`config.mk`:
```
export PLATFORM = sky130hd
export DESIGN_NAME = gmii_rx
export DESIGN_NICKNAME = d
export VERILOG_FILES = /design/src/rtl/gmii_pkg.sv /design/src/rtl/crc32_chk.sv /design/src/rtl/gmii_rx.sv
export SDC_FILE = /design/constraint.sdc
export NUM_CORES = 1
export LEC_CHECK = 0
export ABC_AREA = 1
export BUFFER_PORTS_ARGS = -buffer_cell sky130_fd_sc_hd__buf_2
export CORE_MARGIN = 2
export CORE_UTILIZATION = 45
export CTS_CLUSTER_DIAMETER = 200
export DETAILED_ROUTE_END_ITERATION = 10
export PLACE_DENSITY = 0.69
export SETUP_SLACK_MARGIN = 0.4
export SYNTH_ARGS = -nofsm -noshare
export SYNTH_HDL_FRONTEND = slang
export SYNTH_SLANG_ARGS = --single-unit
```
`constraint.sdc`:
```
create_clock -name rx_clk -period 5.3 [get_ports rx_clk]
set_clock_uncertainty 0.15 [all_clocks]
set_input_delay 0.265 -clock rx_clk [delete_from_list [all_inputs] [get_ports rx_clk]]
set_output_delay 0.265 -clock rx_clk [all_outputs]
set_load 0.02 [all_outputs]
```
`src/rtl/gmii_pkg.sv`:
```
// gmii_pkg: constants and types shared by the GMII receive parser.
// Holds the parser state encoding, the packet-ID values, the preamble/SFD bytes,
// the CRC-32 residue and a byte-wide reflected CRC-32 update function.
package gmii_pkg;

    typedef enum logic [3:0] {
        StIdle, StPre, StEth, StIp, StPid, StResol, StVid, StAuxid, StAux, StFcs, StSkip
    } gmii_state_e;

    localparam logic [1:0]  PidVideo   = 2'd0;
    localparam logic [1:0]  PidAudio   = 2'd1;
    localparam logic [1:0]  PidVidax   = 2'd2;

    localparam logic [7:0]  Preamble   = 8'h55;
    localparam logic [7:0]  Sfd        = 8'hD5;

    // Residue of the bit-reversed (MSB-first) view of the CRC register.
    localparam logic [31:0] CrcResidue = 32'hC704DD7B;

    // One byte of reflected CRC-32 (poly 0x04C11DB7), data LSB first.
    function automatic logic [31:0] crc32_byte(input logic [31:0] crc, input logic [7:0] data);
        logic [31:0] c;
        c = crc;
        for (int i = 0; i < 8; i++) begin
            c = (c[0] ^ data[i]) ? ((c >> 1) ^ 32'hEDB88320) : (c >> 1);
        end
        return c;
    endfunction

endpackage

```
`src/rtl/crc32_chk.sv`:
```
// crc32_chk: byte-wide Ethernet CRC-32 checker.
// Ports: clk/rst (async, active-high), init loads all-ones, en folds data into
// the register, residue_ok flags that the bytes so far (FCS included) are good.
module crc32_chk
    import gmii_pkg::*;
(
    input  logic       clk,
    input  logic       rst,
    input  logic       init,
    input  logic       en,
    input  logic [7:0] data,
    output logic       residue_ok
);

    logic [31:0] crc_q, crc_d, crc_rev;

    always_comb begin
        crc_d = crc_q;
        if (init) begin
            crc_d = '1;
        end else if (en) begin
            crc_d = crc32_byte(crc_q, data);
        end
    end

    always_comb begin
        crc_rev = '0;
        for (int i = 0; i < 32; i++) begin
            crc_rev[i] = crc_q[31-i];
        end
    end

    always_ff @(posedge clk or posedge rst) begin
        if (rst) crc_q <= '1;
        else     crc_q <= crc_d;
    end

    assign residue_ok = (crc_rev == CrcResidue);

endmodule

```
`src/rtl/gmii_rx.sv`:
```
// gmii_rx: GMII receive frame parser for the video/audio transport.
// Strips Ethernet/IP/UDP headers, emits video words ({Y,C}), AUX words (3 bytes),
// the resolution and AUXID headers, and a commit/drop pulse per accepted frame.
// Ports: rx_clk, sys_rst (async, active-high), id, rx_dv/rx_er/rxd (GMII in);
// vid_*, aux_* (payload out), frm_commit/frm_drop/frm_type (frame status).
// Optional: define GMII_RX_STATS_EN to add stat_good/stat_bad/stat_skip counters.
module gmii_rx
    import gmii_pkg::*;
#(
    parameter logic [47:0] own_mac   = 48'h00_23_45_67_89_02,
    parameter logic [15:0] udp_port  = 16'h3039,
    parameter logic [10:0] vid_bytes = 11'd1280,
    parameter logic [5:0]  aux_bytes = 6'd48
) (
    input  logic        rx_clk,
    input  logic        sys_rst,
    input  logic        id,
    input  logic        rx_dv,
    input  logic        rx_er,
    input  logic [7:0]  rxd,
    output logic        vid_hdr_valid,
    output logic [15:0] vid_hdr,
    output logic        vid_wr_en,
    output logic [15:0] vid_din,
    output logic        aux_hdr_valid,
    output logic [15:0] aux_hdr,
    output logic        aux_wr_en,
    output logic [23:0] aux_din,
    output logic        frm_commit,
    output logic        frm_drop,
    output logic [1:0]  frm_type
`ifdef GMII_RX_STATS_EN
    ,
    output logic [15:0] stat_good,
    output logic [15:0] stat_bad,
    output logic [15:0] stat_skip
`endif
);

    localparam logic [10:0] VidLast = vid_bytes - 11'd1;
    localparam logic [10:0] AuxLast = {5'd0, aux_bytes} - 11'd1;

    gmii_state_e state_q, state_d;
    logic        dv_q, er_q;
    logic [7:0]  d_q;
    logic [10:0] cnt_q, cnt_d;
    logic [1:0]  sub_q, sub_d;
    logic [7:0]  b0_q, b0_d, b1_q, b1_d;
    logic [3:0]  nib_q, nib_d;
    logic        vhv_q, vhv_d, vwe_q, vwe_d, ahv_q, ahv_d, awe_q, awe_d;
    logic [15:0] vhdr_q, vhdr_d, vdin_q, vdin_d, ahdr_q, ahdr_d;
    logic [23:0] adin_q, adin_d;
    logic        commit_q, commit_d, drop_q, drop_d;
    logic [1:0]  type_q, type_d;
    logic        crc_init, crc_en, residue_ok, skip_evt;
    logic        eth_ok, ip_ok, post_pid;
    logic [47:0] mac_exp;

    crc32_chk u_crc (
        .clk        (rx_clk),
        .rst        (sys_rst),
        .init       (crc_init),
        .en         (crc_en),
        .data       (d_q),
        .residue_ok (residue_ok)
    );

    // Per-byte header field checks, indexed by position within the header.
    always_comb begin
        mac_exp = {own_mac[47:8], own_mac[7:0] - {7'd0, id}};
        eth_ok  = 1'b1;
        ip_ok   = 1'b1;
        case (cnt_q)
            11'd0:   eth_ok = (d_q == mac_exp[47:40]);
            11'd1:   eth_ok = (d_q == mac_exp[39:32]);
            11'd2:   eth_ok = (d_q == mac_exp[31:24]);
            11'd3:   eth_ok = (d_q == mac_exp[23:16]);
            11'd4:   eth_ok = (d_q == mac_exp[15:8]);
            11'd5:   eth_ok = (d_q == mac_exp[7:0]);
            11'd12:  eth_ok = (d_q == 8'h08);
            11'd13:  eth_ok = (d_q == 8'h00);
            default: eth_ok = 1'b1;
        endcase
        case (cnt_q)
            11'd9:   ip_ok = (d_q == 8'h11);
            11'd22:  ip_ok = (d_q == udp_port[15:8]);
            11'd23:  ip_ok = (d_q == udp_port[7:0]);
            default: ip_ok = 1'b1;
        endcase
    end

    assign post_pid = (state_q == StResol) || (state_q == StVid) || (state_q == StAuxid) ||
                      (state_q == StAux) || (state_q == StFcs);

    always_comb begin
        state_d  = state_q;
        cnt_d    = cnt_q;
        sub_d    = sub_q;
        b0_d     = b0_q;
        b1_d     = b1_q;
        nib_d    = nib_q;
        vhdr_d   = vhdr_q;
        vdin_d   = vdin_q;
        ahdr_d   = ahdr_q;
        adin_d   = adin_q;
        type_d   = type_q;
        vhv_d    = 1'b0;
        vwe_d    = 1'b0;
        ahv_d    = 1'b0;
        awe_d    = 1'b0;
        commit_d = 1'b0;
        drop_d   = 1'b0;
        crc_init = 1'b0;
        crc_en   = 1'b0;
        skip_evt = 1'b0;

        // After PID, an error or early loss of rx_dv drops the frame. FCS handles
        // the rx_dv fall itself, since that is its normal end.
        if (post_pid && (er_q || (!dv_q && state_q != StFcs))) begin
            drop_d  = 1'b1;
            state_d = dv_q ? StSkip : StIdle;
        end else begin
            unique case (state_q)
                StIdle: if (dv_q && d_q == Preamble) state_d = StPre;
                StPre: begin
                    if (!dv_q) state_d = StIdle;
                    else if (er_q) state_d = StSkip;
                    else if (d_q == Sfd) begin
                        state_d  = StEth;
                        cnt_d    = '0;
                        crc_init = 1'b1;
                    end else if (d_q != Preamble) state_d = StSkip;
                end
                StEth, StIp: begin
                    if (!dv_q) state_d = StIdle;
                    else begin
                        crc_en = 1'b1;
                        cnt_d  = cnt_q + 11'd1;
                        if (er_q || !(state_q == StEth ? eth_ok : ip_ok)) begin
                            state_d  = StSkip;
                            skip_evt = 1'b1;
                        end else if (state_q == StEth && cnt_q == 11'd13) begin
                            state_d = StIp;
                            cnt_d   = '0;
                        end else if (state_q == StIp && cnt_q == 11'd27) begin
                            state_d = StPid;
                        end
                    end
                end
                StPid: begin
                    if (!dv_q) state_d = StIdle;
                    else begin
                        crc_en = 1'b1;
                        cnt_d  = '0;
                        if (er_q || d_q > {6'd0, PidVidax}) begin
                            state_d  = StSkip;
                            skip_evt = 1'b1;
                        end else begin
                            type_d  = d_q[1:0];
                            state_d = (d_q[1:0] == PidAudio) ? StAuxid : StResol;
                        end
                    end
                end
                StResol, StAuxid: begin
                    crc_en = 1'b1;
                    cnt_d  = cnt_q + 11'd1;
                    if (cnt_q == 11'd0) b0_d = d_q;
                    else begin
                        cnt_d = '0;
                        sub_d = '0;
                        if (state_q == StResol) begin
                            vhdr_d  = {b0_q, d_q};
                            vhv_d   = 1'b1;
                            state_d = StVid;
                        end else begin
                            ahdr_d  = {b0_q, d_q};
                            ahv_d   = 1'b1;
                            nib_d   = b0_q[7:4];
                            state_d = StAux;
                        end
                    end
                end
                StVid: begin
                    crc_en = 1'b1;
                    cnt_d  = cnt_q + 11'd1;
                    if (!cnt_q[0]) b0_d = d_q;
                    else begin
                        vdin_d = {b0_q, d_q};
                        vwe_d  = 1'b1;
                    end
                    if (cnt_q == VidLast) begin
                        cnt_d   = '0;
                        state_d = (type_q == PidVidax) ? StAuxid : StFcs;
                    end
                end
                StAux: begin
                    crc_en = 1'b1;
                    cnt_d  = cnt_q + 11'd1;
                    sub_d  = (sub_q == 2'd2) ? 2'd0 : sub_q + 2'd1;
                    case (sub_q)
                        2'd0:    b0_d = d_q;
                        2'd1:    b1_d = d_q;
                        default: begin
                            adin_d = {b0_q, b1_q, d_q};
                            awe_d  = 1'b1;
                        end
                    endcase
                    if (cnt_q == AuxLast) begin
                        cnt_d   = '0;
                        sub_d   = '0;
                        state_d = (nib_q <= 4'd1) ? StFcs : StAuxid;
                    end
                end
                StFcs: begin
                    if (!dv_q) begin
                        commit_d = (cnt_q == 11'd4) && residue_ok;
                        drop_d   = !commit_d;
                        state_d  = StIdle;
                    end else if (cnt_q == 11'd4) begin
                        // Trailing bytes beyond the FCS.
                        drop_d  = 1'b1;
                        state_d = StSkip;
                    end else begin
                        crc_en = 1'b1;
                        cnt_d  = cnt_q + 11'd1;
                    end
                end
                StSkip: if (!dv_q) state_d = StIdle;
                default: state_d = StIdle;
            endcase
        end
    end

    always_ff @(posedge rx_clk or posedge sys_rst) begin
        if (sys_rst) begin
            dv_q     <= 1'b0;
            er_q     <= 1'b0;
            d_q      <= '0;
            state_q  <= StIdle;
            cnt_q    <= '0;
            sub_q    <= '0;
            b0_q     <= '0;
            b1_q     <= '0;
            nib_q    <= '0;
            vhv_q    <= 1'b0;
            vwe_q    <= 1'b0;
            ahv_q    <= 1'b0;
            awe_q    <= 1'b0;
            vhdr_q   <= '0;
            vdin_q   <= '0;
            ahdr_q   <= '0;
            adin_q   <= '0;
            commit_q <= 1'b0;
            drop_q   <= 1'b0;
            type_q   <= '0;
        end else begin
            dv_q     <= rx_dv;
            er_q     <= rx_er;
            d_q      <= rxd;
            state_q  <= state_d;
            cnt_q    <= cnt_d;
            sub_q    <= sub_d;
            b0_q     <= b0_d;
            b1_q     <= b1_d;
            nib_q    <= nib_d;
            vhv_q    <= vhv_d;
            vwe_q    <= vwe_d;
            ahv_q    <= ahv_d;
            awe_q    <= awe_d;
            vhdr_q   <= vhdr_d;
            vdin_q   <= vdin_d;
            ahdr_q   <= ahdr_d;
            adin_q   <= adin_d;
            commit_q <= commit_d;
            drop_q   <= drop_d;
            type_q   <= type_d;
        end
    end

    assign vid_hdr_valid = vhv_q;
    assign vid_hdr       = vhdr_q;
    assign vid_wr_en     = vwe_q;
    assign vid_din       = vdin_q;
    assign aux_hdr_valid = ahv_q;
    assign aux_hdr       = ahdr_q;
    assign aux_wr_en     = awe_q;
    assign aux_din       = adin_q;
    assign frm_commit    = commit_q;
    assign frm_drop      = drop_q;
    assign frm_type      = type_q;

`ifdef GMII_RX_STATS_EN
    logic [15:0] good_q, bad_q, skip_q;

    always_ff @(posedge rx_clk or posedge sys_rst) begin
        if (sys_rst) begin
            good_q <= '0;
            bad_q  <= '0;
            skip_q <= '0;
        end else begin
            if (commit_d && good_q != 16'hFFFF) good_q <= good_q + 16'd1;
            if (drop_d && bad_q != 16'hFFFF)    bad_q  <= bad_q + 16'd1;
            if (skip_evt && skip_q != 16'hFFFF) skip_q <= skip_q + 16'd1;
        end
    end

    assign stat_good = good_q;
    assign stat_bad  = bad_q;
    assign stat_skip = skip_q;
`else
    logic stats_unused;
    assign stats_unused = skip_evt;
`endif

endmodule
```
Word level (Yosys, flattened, before mapping)
Cells that the tools add are included.
- register bits: 159
- latch bits: 0
- RAM bits: 0
- memory bits (read-only): 0
- input port bits: 13
- output and inout port bits: 80
- word-level logic and storage cells: 236
- memories: 0
- $add $sub $neg: 3
- $mul: 0
- divide/modulo/power cells: 0
- magnitude comparators: 2
- equality and inequality tests: 60
- shift operators: 0
- multiplexer cells: 89
- bitwise logic cells: 21
- reduce and logical (&&, ||, !) cells: 40
- operators by type and width (kind ; number):
    two-way mux 32 bit ; 10
    two-way mux 11 bit ; 12
    NOT 13 -> 14 bit ; 8
    two-way mux 4 bit ; 22
    case mux 11 bit (7 select lines) ; 1
    case mux 4 bit (9 select lines) ; 1
    equality test 11 x 4 -> 1 bit (second input constant) ; 3
    equality test 11 x 5 -> 1 bit (second input constant) ; 3
    equality test 32 bit (second input constant) ; 1
    two-way mux 1 bit ; 31
    equality test 8 x 6 -> 1 bit (second input constant) ; 3
    equality test 8 x 7 -> 1 bit (second input constant) ; 3
    two-way mux 8 bit ; 3
    case mux 8 bit (3 select lines) ; 1
    equality test 11 x 2 -> 1 bit (second input constant) ; 2
    equality test 11 x 3 -> 1 bit (second input constant) ; 2
    inequality test 2 bit (second input constant) ; 10
    equality test 4 x 3 -> 1 bit (second input constant) ; 4
    equality test 8 bit (second input constant) ; 2
    equality test 4 bit (second input constant) ; 3
    inequality test 6 bit (second input constant) ; 2
    AND reduction 3 bit ; 4
    AND reduction 4 bit ; 3
    adder 11 x 1 -> 11 bit (second input constant) ; 1
    other kinds (42) ; 80

Depth between registers and ports, before layout
Gate-level depths: netlist of the first run.
- depth in word-level cells: 18
- mapped depth: 21
- depth with buffers taken out: 21

Modules after synthesis
A second synthesis of the first run with hierarchy kept.
- cells, all modules: 1056
- area, all modules: 8499.4 um^2
- modules (own cells, without submodules) (module ; times used ; cells an instance ; area an instance (um^2) ; seq. area each (um^2)):
    gmii_rx ; 1 ; 701 ; 5975.7 ; 3078.0
    crc32_chk ; 1 ; 355 ; 2523.7 ; 840.8

Least setup slack after synthesis of the first run
No wires, ideal clock.
- path kind: flip-flop to flip-flop
- from: register cnt_q[0]
- to: register state_q[3]
- setup time: 0.116 ns
- arrival: 1.976 ns
- required time: 5.034 ns
- setup slack: 3.057 ns
- stages on the path, launching flop included: 22
- path buffers: 0
- period minus slack after synthesis: 2.243 ns
- cell sequence: dfrtp_1 > inv_1 > ha_1 > nand3_1 > nor2_2 > nand2_2 > nand2_2 > inv_2 > nand2_2 > nand2_2 > nand2_1 > nand3_1 > nor2_2 > nand2_2 > nand2_4 > nand2_2 > nand2_1 > nand2_1 > nand2_1 > nand2_1 > nand2_1 > nand2_1
- word-level cells in the longest chain between the ends: 10
- elaborated cells between the ends (all ways): 33
- classes of those cells: 18 x eq/ne; 8 x mux; 7 x reduce/logical
- RTL lines (element ; line ; text):
    start: declaration ; gmii_rx.sv:46 ; logic [10:0] cnt_q, cnt_d;
    start signal: assignment ; gmii_rx.sv:261 ; cnt_q <= cnt_d;
    equality test 11 x 4 -> 1 bit / zero test 11 bit (equally long branches) ; gmii_rx.sv:73, gmii_rx.sv:142, gmii_rx.sv:167 ;
    OR reduction 2 bit (no source line) ; n/a ;
    case mux 1 bit (7 select lines) ; gmii_rx.sv:73 ; case (cnt_q)
    two-way mux 1 bit ; gmii_rx.sv:139 ; if (er_q || !(state_q == StEth ? eth_ok : ip_ok)) begin
    zero test 1 bit ; gmii_rx.sv:139 ;
    logical OR 1 bit ; gmii_rx.sv:139 ;
    two-way mux 4 bit ; gmii_rx.sv:139 ;
    two-way mux 4 bit ; gmii_rx.sv:135 ; if (!dv_q) state_d = StIdle;
    case mux 4 bit (9 select lines) ; gmii_rx.sv:123 ; unique case (state_q)
    two-way mux 4 bit ; gmii_rx.sv:119 ; if (post_pid && (er_q || (!dv_q && state_q != StFcs))) begin
    end signal: assignment ; gmii_rx.sv:239 ; state_q <= StIdle;
    end signal: assignment ; gmii_rx.sv:260 ; state_q <= state_d;
    end: declaration ; gmii_rx.sv:43 ; gmii_state_e state_q, state_d;
Several ways; a longest one is shown, not always the timed one.
A chain may end at the register's enable or synchronous reset.

Worst setup path after layout of the first run
- from: register cnt_q[0]
- to: register u_crc.crc_q[18]
- word-level cells in the longest chain between the ends: 6
- RTL lines (element ; line ; text):
    equality test 11 x 3 -> 1 bit ; gmii_rx.sv:219 ; end else if (cnt_q == 11'd4) begin
    two-way mux 1 bit ; gmii_rx.sv:219 ;
    two-way mux 1 bit ; gmii_rx.sv:215 ; if (!dv_q) begin
    case mux 1 bit (3 select lines) ; gmii_rx.sv:123 ;
    two-way mux 1 bit ; gmii_rx.sv:119 ;
    nonzero test 2 bit (no source line) ; n/a ;
    end signal: assignment ; crc32_chk.sv:35 ; else crc_q <= crc_d;
    end: declaration ; crc32_chk.sv:15 ; logic [31:0] crc_q, crc_d, crc_rev;
Every way passes these cells.

==> impl_metrics.py, run 1 <==
metrics = {
    "pwr": {
        "total_power_mw": 5.94,
        "power_per_cell_area_mw_per_mm2": 620,
        "vdd_drop_max_mv": 0.350,
        "power.leakage_nw": 4.70,
    },
    "timing": {
        "fmax_mhz": 335,
        "tns_ns": 0,
        "fin_ws_ns": 2.31,
        "period_needed_ns": 2.99,
        "grt_setup_unrepaired": "no",
        "setup_viol": 0,
        "hold_viol": 0,
        "worstMarginPinSlew_ns": 0.990,
        "max-slew-margin-rel_pct": 34.0,
        "whs_ns": 0.312,
        "period_share_pct": 56.3,
        "finalMaxSlewViolations": 0,
    },
    "floorplan": {
        "coreArea_mm2": 0.0180,
        "io_pins": 93,
        "start_util_pct": 46.0,
        "die_area_mm2": 0.0195,
        "num_rows": 49,
        "die_w_um": 140,
        "die_y_um": 140,
    },
    "clocking": {
        "cts-root-buf": "clkbuf_16",
        "cts_resized": 0,
        "post_cts_buffers": 0,
        "h-tree-depth": 4,
        "cts_buffers": 17,
        "cts.path.max_buffers": 2,
        "cts_tree": "yes",
        "cts.sinks": 155,
        "hold_buffers": 11,
        "path_clk_slew_ns": 0.06,
        "clock_latency_ns": 0.44,
    },
    "layout": {
        "seq_area_mm2": 0.00392,
        "n_fill_cell": 1706,
        "finalNonFillerCells": 1284,
        "fin_util_pct": 53.2,
        "drive_gt1_share_pct": 24.1,
        "diodes": 0,
        "final_nets": 1059,
        "multiInputGateArea_mm2": 0.00376,
        "design_area_mm2": 0.00959,
        "final_cell_mix": "nand2_1, dfrtp_1, buf_2",
        "syn_to_final_growth_pct": 15.8,
        "final_common_cell": "nand2_1",
    },
    "routing": {
        "wl_per_cell_um": 16.7,
        "drt_first_iter_violations": 592,
        "drtAntennaViolNets": 0,
        "via_per_inst": 5.37,
        "routed_wl_um": 21400,
        "drc": 0,
        "vias": 6895,
        "first_pass_iters": 5,
    },
    "yosys": {
        "yosysTopAreaCellShare_pct": 37.2,
        "synth_top_family_by_area": "simple AND/OR/NAND/NOR gates",
        "yosys.area_share.adder_pct": 0.604,
        "synthDistinctLibCells": 56,
        "synth_mux_area_share_pct": 0,
        "synth_top_area_cell": "dfrtp_1",
        "ys.flop_type": "dfrtp_1",
        "async_flop_share_pct": 100,
        "avgSynthCellArea_um2": 8.73,
        "ys_seq_area_share_pct": 47.3,
        "synth_xor_area_share_pct": 8.55,
        "ys_ff_latch": 155,
        "synthesis.area_mm2": 0.00828,
        "synthCells": 949,
        "synth_edf_count": 0,
        "yosys.area_share.simple_pct": 23.8,
        "syn-num-nets": 966,
        "synth_top_cells_by_area": "dfrtp_1, dfstp_2, nand2_1",
        "synth_compound_area_share_pct": 12.5,
        "yosysWarnings": 0,
    },
    "place": {
        "dpl_cell_area_mm2": 0.00885,
        "gp_routability_congestion": 0.906,
        "hpwlAfterDp_um": 15100,
        "preCtsSetupSlack_ns": 2.39,
        "io_buffers": 92,
        "post-place-cells": 1241,
    },
    "outcome": {
        "status": "finished clean",
    },
    "worst_setup_path": {
        "arrival_ns": 3.20,
        "crit_fanout": 30,
        "startpoint_type": "flip-flop",
        "worst_setup_path_end_kind": "flip-flop",
        "required_ns": 5.52,
        "worstSetupPathType": "reg -> reg",
    },
    "global_route": {
        "grt_pass1_wl_um": 34600,
        "antenna_found_initial": 0,
        "grtUsageTotal_pct": 22.4,
        "overflow": 0,
        "grt_max_degree": 112,
        "grt_pass1_vias": 6513,
    },
    "run": {
        "max_cap_violations": 0,
    },
    "worst_hold_path": {
        "hold_class": "in -> reg",
    },
}
==> power by group <==
group	total, mW	internal (mW)	leakage [nW]	switching [mW]
Clock	1.30	0.779	0.307	0.525
Combinational	2.78	0.947	2.38	1.83
Sequential	1.86	1.61	2.01	0.248
Total	5.94	3.33	4.70	2.61
==> cell type report <==
| class | instances | area share [%] |
|---|---|---|
| clock inverter | 13 | 1.87 |
| clock buffer | 19 | 4.72 |
| tap | 229 | 2.99 |
| inverter | 105 | 4.32 |
| multi-input combinational | 659 | 39.2 |
| sequential | 155 | 40.9 |
| timing repair buffer | 104 | 6.03 |
==> flip-flops by register name, summed over array words and instances (netlist names), 8 cells and up <==
register	count
u_crc.crc_q	32
aux_din	24
vid_din	16
vid_hdr	16
aux_hdr	12
cnt_q	11
b0_q	8
b1_q	8
d_q	8
==> cells by family (layout without fill, tap and decap cells) <==
group / count (synthesis) / after routing
buffers and inverters: 135 / 241
flip-flops: 155 / 155
XOR/XNOR: 74 / 74
AND/OR/NAND/NOR: 408 / 408
AO/OA/AOI/OAI: 173 / 173
adder cells (fa/ha/maj): 4 / 4
==> per-layer routing <==
metal | global-route usage, % | up-vias | part of all wire [%]
li1 | - | 3293 | -
met1 | 32.4 | 3307 | 46
met2 | 33.6 | 256 | 45
met3 | 4.78 | 39 | 6.6
met4 | 7.21 | 0 | 2.2
met5 | 0 | - | 0
==> worst max-delay path, stage by stage, from the launching register on <==
cell	delay, ns
dfrtp_1	0.43
inv_1	0.15
ha_1	0.21
nand3_1	0.10
nor2_2	0.16
nand2_2	0.13
inv_1	0.13
nor2_1	0.09
nor4_4	0.26
nor2_8	0.14
nor2_8	0.35
inv_2	0.32
o22ai_1	0.23
inv_1	0.06
==> synthesized netlist by cell type (17+ instances only) <==
cell and instances:
nand4_1 17, o21ai_2 17, a21oi_1 24, nand3_1 42, dfrtp_1 123, inv_2 18
inv_1 82, nor2_1 53, dfstp_2 32, nand2_1 217, o21ai_0 82, xor2_1 55
==> path summary, 6_finish.rpt <==
check,startpoint,slack (ns),depth (start not counted),to
max,cnt_q[0]$_DFFE_PP0P_,2.31,13,u_crc.crc_q[18]$_DFFE_PP1P_
min,rxd[6],0.31,2,d_q[6]$_DFF_PP0_
max reg2reg,cnt_q[0]$_DFFE_PP0P_,2.31,13,u_crc.crc_q[18]$_DFFE_PP1P_
min reg2reg,aux_din[13]$_DFFE_PP0P_,0.32,2,aux_din[13]$_DFFE_PP0P_
max in group asynchronous,sys_rst,3.35,4,u_crc.crc_q[19]$_DFFE_PP1P_
min in group asynchronous,sys_rst,0.46,3,vid_din[13]$_DFFE_PP0P_
No activity file was read; power rests on OpenSTA's default activity.
==> run 2, diff against run 1 <==
Clock period 5.3 ns to 3 ns, I/O delays scaled along.
==> run 2 against run 1 <==
Net effect:
- worst setup slack got worse by 1.9 ns
- register-to-register slack got worse by 1.9 ns
- count of clock-buffer cells in the layout grew 1
- non-clock buffer count increased by 31
- critical path depth is 6 higher
- largest cell class unchanged
- via count rose by 1.7%
- critical endpoint is now state_q[0]$_DFFE_PP0P_
- hold slack got worse by 0.11 ns
- first-iteration DRC count grew 5.4%
==> impl_metrics.py, run 2 (synthesis gave the netlist of run 1 again) <==
metrics = {
    "routing": {
        "drtAntennaViolNets": 0,
        "drt_first_iter_violations": 624,
        "vias": 7012,
        "wl_per_cell_um": 16.9,
        "first_pass_iters": 5,
        "via_per_inst": 5.33,
        "routed_wl_um": 22200,
        "drc": 0,
    },
    "global_route": {
        "grt_pass1_wl_um": 35700,
        "antenna_found_initial": 1,
        "grtUsageTotal_pct": 23.0,
        "grt_pass1_vias": 6738,
        "overflow": 0,
        "grt_max_degree": 52,
    },
    "worst_setup_path": {
        "arrival_ns": 2.73,
        "cpPeakStageDelay_ns": 0.43,
        "reg2reg_depth": 19,
        "crit_slowest_cell": "dfrtp_1",
        "r2r-end": "state_q[0]$_DFFE_PP0P_",
        "worst_setup_path_end_kind": "flip-flop",
        "path_common_cell": "nand2_2",
        "startpoint_type": "flip-flop",
        "required_ns": 3.17,
        "path_buf_inv": 2,
        "path_cells": "inv_2 -> ha_4 -> nand3_2 -> nor2_2 -> nand2_2 -> nand2_2 -> inv_2 -> nand2_2 -> nand2_2 -> nand2_1 -> nand3_1 -> nor2_2 -> nand2_2 -> nand2_4 -> nand4_4 -> nor2_4 -> nor2_4 -> nand2_1 -> o21ai_1",
        "worstSetupPathType": "reg -> reg",
        "crit_fanout": 7,
        "timing.rr.start": "cnt_q[1]$_DFFE_PP0P_",
        "r2r_slack_ns": 0.43,
        "crit_family": "simple AND/OR/NAND/NOR gates",
    },
    "timing": {
        "setup_viol": 0,
        "period_needed_ns": 2.57,
        "fmax_mhz": 390,
        "max-slew-margin-rel_pct": 36.7,
        "grt_setup_unrepaired": "yes",
        "worstMarginPinSlew_ns": 0.937,
        "tns_ns": 0,
        "fin_ws_ns": 0.433,
        "hold_viol": 0,
        "finalMaxSlewViolations": 0,
        "period_share_pct": 85.6,
    },
    "layout": {
        "fin_util_pct": 55.0,
        "final_cell_mix": "nand2_1, dfrtp_1, buf_2",
        "syn_to_final_growth_pct": 19.7,
        "finalNonFillerCells": 1315,
        "final_nets": 1091,
        "largest-register": "u_crc.crc_q",
        "diodes": 0,
        "largest_reg_flops": 32,
        "drive_gt1_share_pct": 28.3,
        "final_common_cell": "nand2_1",
    },
    "place": {
        "io_buffers": 92,
        "preCtsSetupSlack_ns": 0.373,
        "gp_routability_congestion": 0.901,
        "post-place-cells": 1262,
        "hpwlAfterDp_um": 15900,
    },
    "clocking": {
        "cts.path.max_buffers": 2,
        "clock_latency_ns": 0.43,
        "cts_tree": "yes",
        "cts_buffers": 17,
        "h-tree-depth": 4,
        "path_clk_slew_ns": 0.06,
        "cts.sinks": 155,
        "cts-root-buf": "clkbuf_16",
    },
    "floorplan": {
        "start_util_pct": 46.0,
        "io_pins": 93,
        "num_rows": 49,
        "die_y_um": 140,
        "die_area_mm2": 0.0195,
        "die_w_um": 140,
        "coreArea_mm2": 0.0180,
    },
    "pwr": {
        "power.leakage_nw": 4.81,
        "vdd_drop_max_mv": 0.572,
        "power_per_cell_area_mw_per_mm2": 1070,
    },
    "run": {
        "max_cap_violations": 0,
    },
    "outcome": {
        "status": "finished clean",
    },
    "worst_hold_path": {
        "hold-path-cell-count": 2,
        "hold_class": "in -> reg",
        "whs_endpoint": "er_q$_DFF_PP0_",
        "min-delay-start": "rx_er",
    },
}
run 2: power breakdown:
group / internal, mW / switching (mW)
Sequential: 2.84 / 0.435
Combinational: 1.91 / 3.37
Clock: 1.22 / 0.859
run 2: worst max-delay path by stage:
stage                              start                     endpoint  slack, ns  cells after the start
floorplan           cnt_q[0]$_DFFE_PP0P_       state_q[3]$_DFFE_PP0P_       0.76                     21
CTS                 cnt_q[1]$_DFFE_PP0P_  u_crc.crc_q[21]$_DFFE_PP1P_       0.41                     14
global route        cnt_q[1]$_DFFE_PP0P_       state_q[1]$_DFFE_PP0P_       0.27                     19
detailed placement  cnt_q[0]$_DFFE_PP0P_  u_crc.crc_q[21]$_DFFE_PP1P_       0.37                     14
global placement    cnt_q[0]$_DFFE_PP0P_  u_crc.crc_q[21]$_DFFE_PP1P_       0.37                     14
finish              cnt_q[1]$_DFFE_PP0P_       state_q[0]$_DFFE_PP0P_       0.43                     19
run 2: stage by stage:
| stage | instance area (µm²) | hold slack, ns | total power, mW |
|---|---|---|---|
| 2_1_floorplan | 8290 | 0.0314 | 7.04 |
| 3_3_place_gp | 9030 | 0.109 | 8.20 |
| 3_5_place_dp | 9030 | 0.110 | 8.25 |
| 4_1_cts | 9740 | 0.187 | 10.5 |
| 5_1_grt | 9910 | 0.202 | 11.3 |
| 6_report | 9910 | 0.203 | 10.6 |
run 2: metal layers:
layer	share of wire, %	track usage (%)	wire length, µm
met1	45	31.5	10000
met2	47	36.4	10400
met3	5.2	4.65	1150
met4	2.8	8.21	617
met5	0	0	0
run 2: cell type report:
class / count / area, µm²
fillers: 1683 / 8110
well taps: 229 / 287
multi-input cells: 660 / 3880
inverters: 105 / 433
repair buffers: 135 / 836
clock inverters: 11 / 121
flip-flops and latches: 155 / 3920
clock buffers: 20 / 437
run 2: timing repair:
item	in CTS	in global routing
endpoints found under the setup margin	9	55
gates resized for setup	2	35
hold buffers	11	0
pin swaps	3	10
cloned	0	1
endpoints found under the hold margin	47	0
setup buffers	5	5
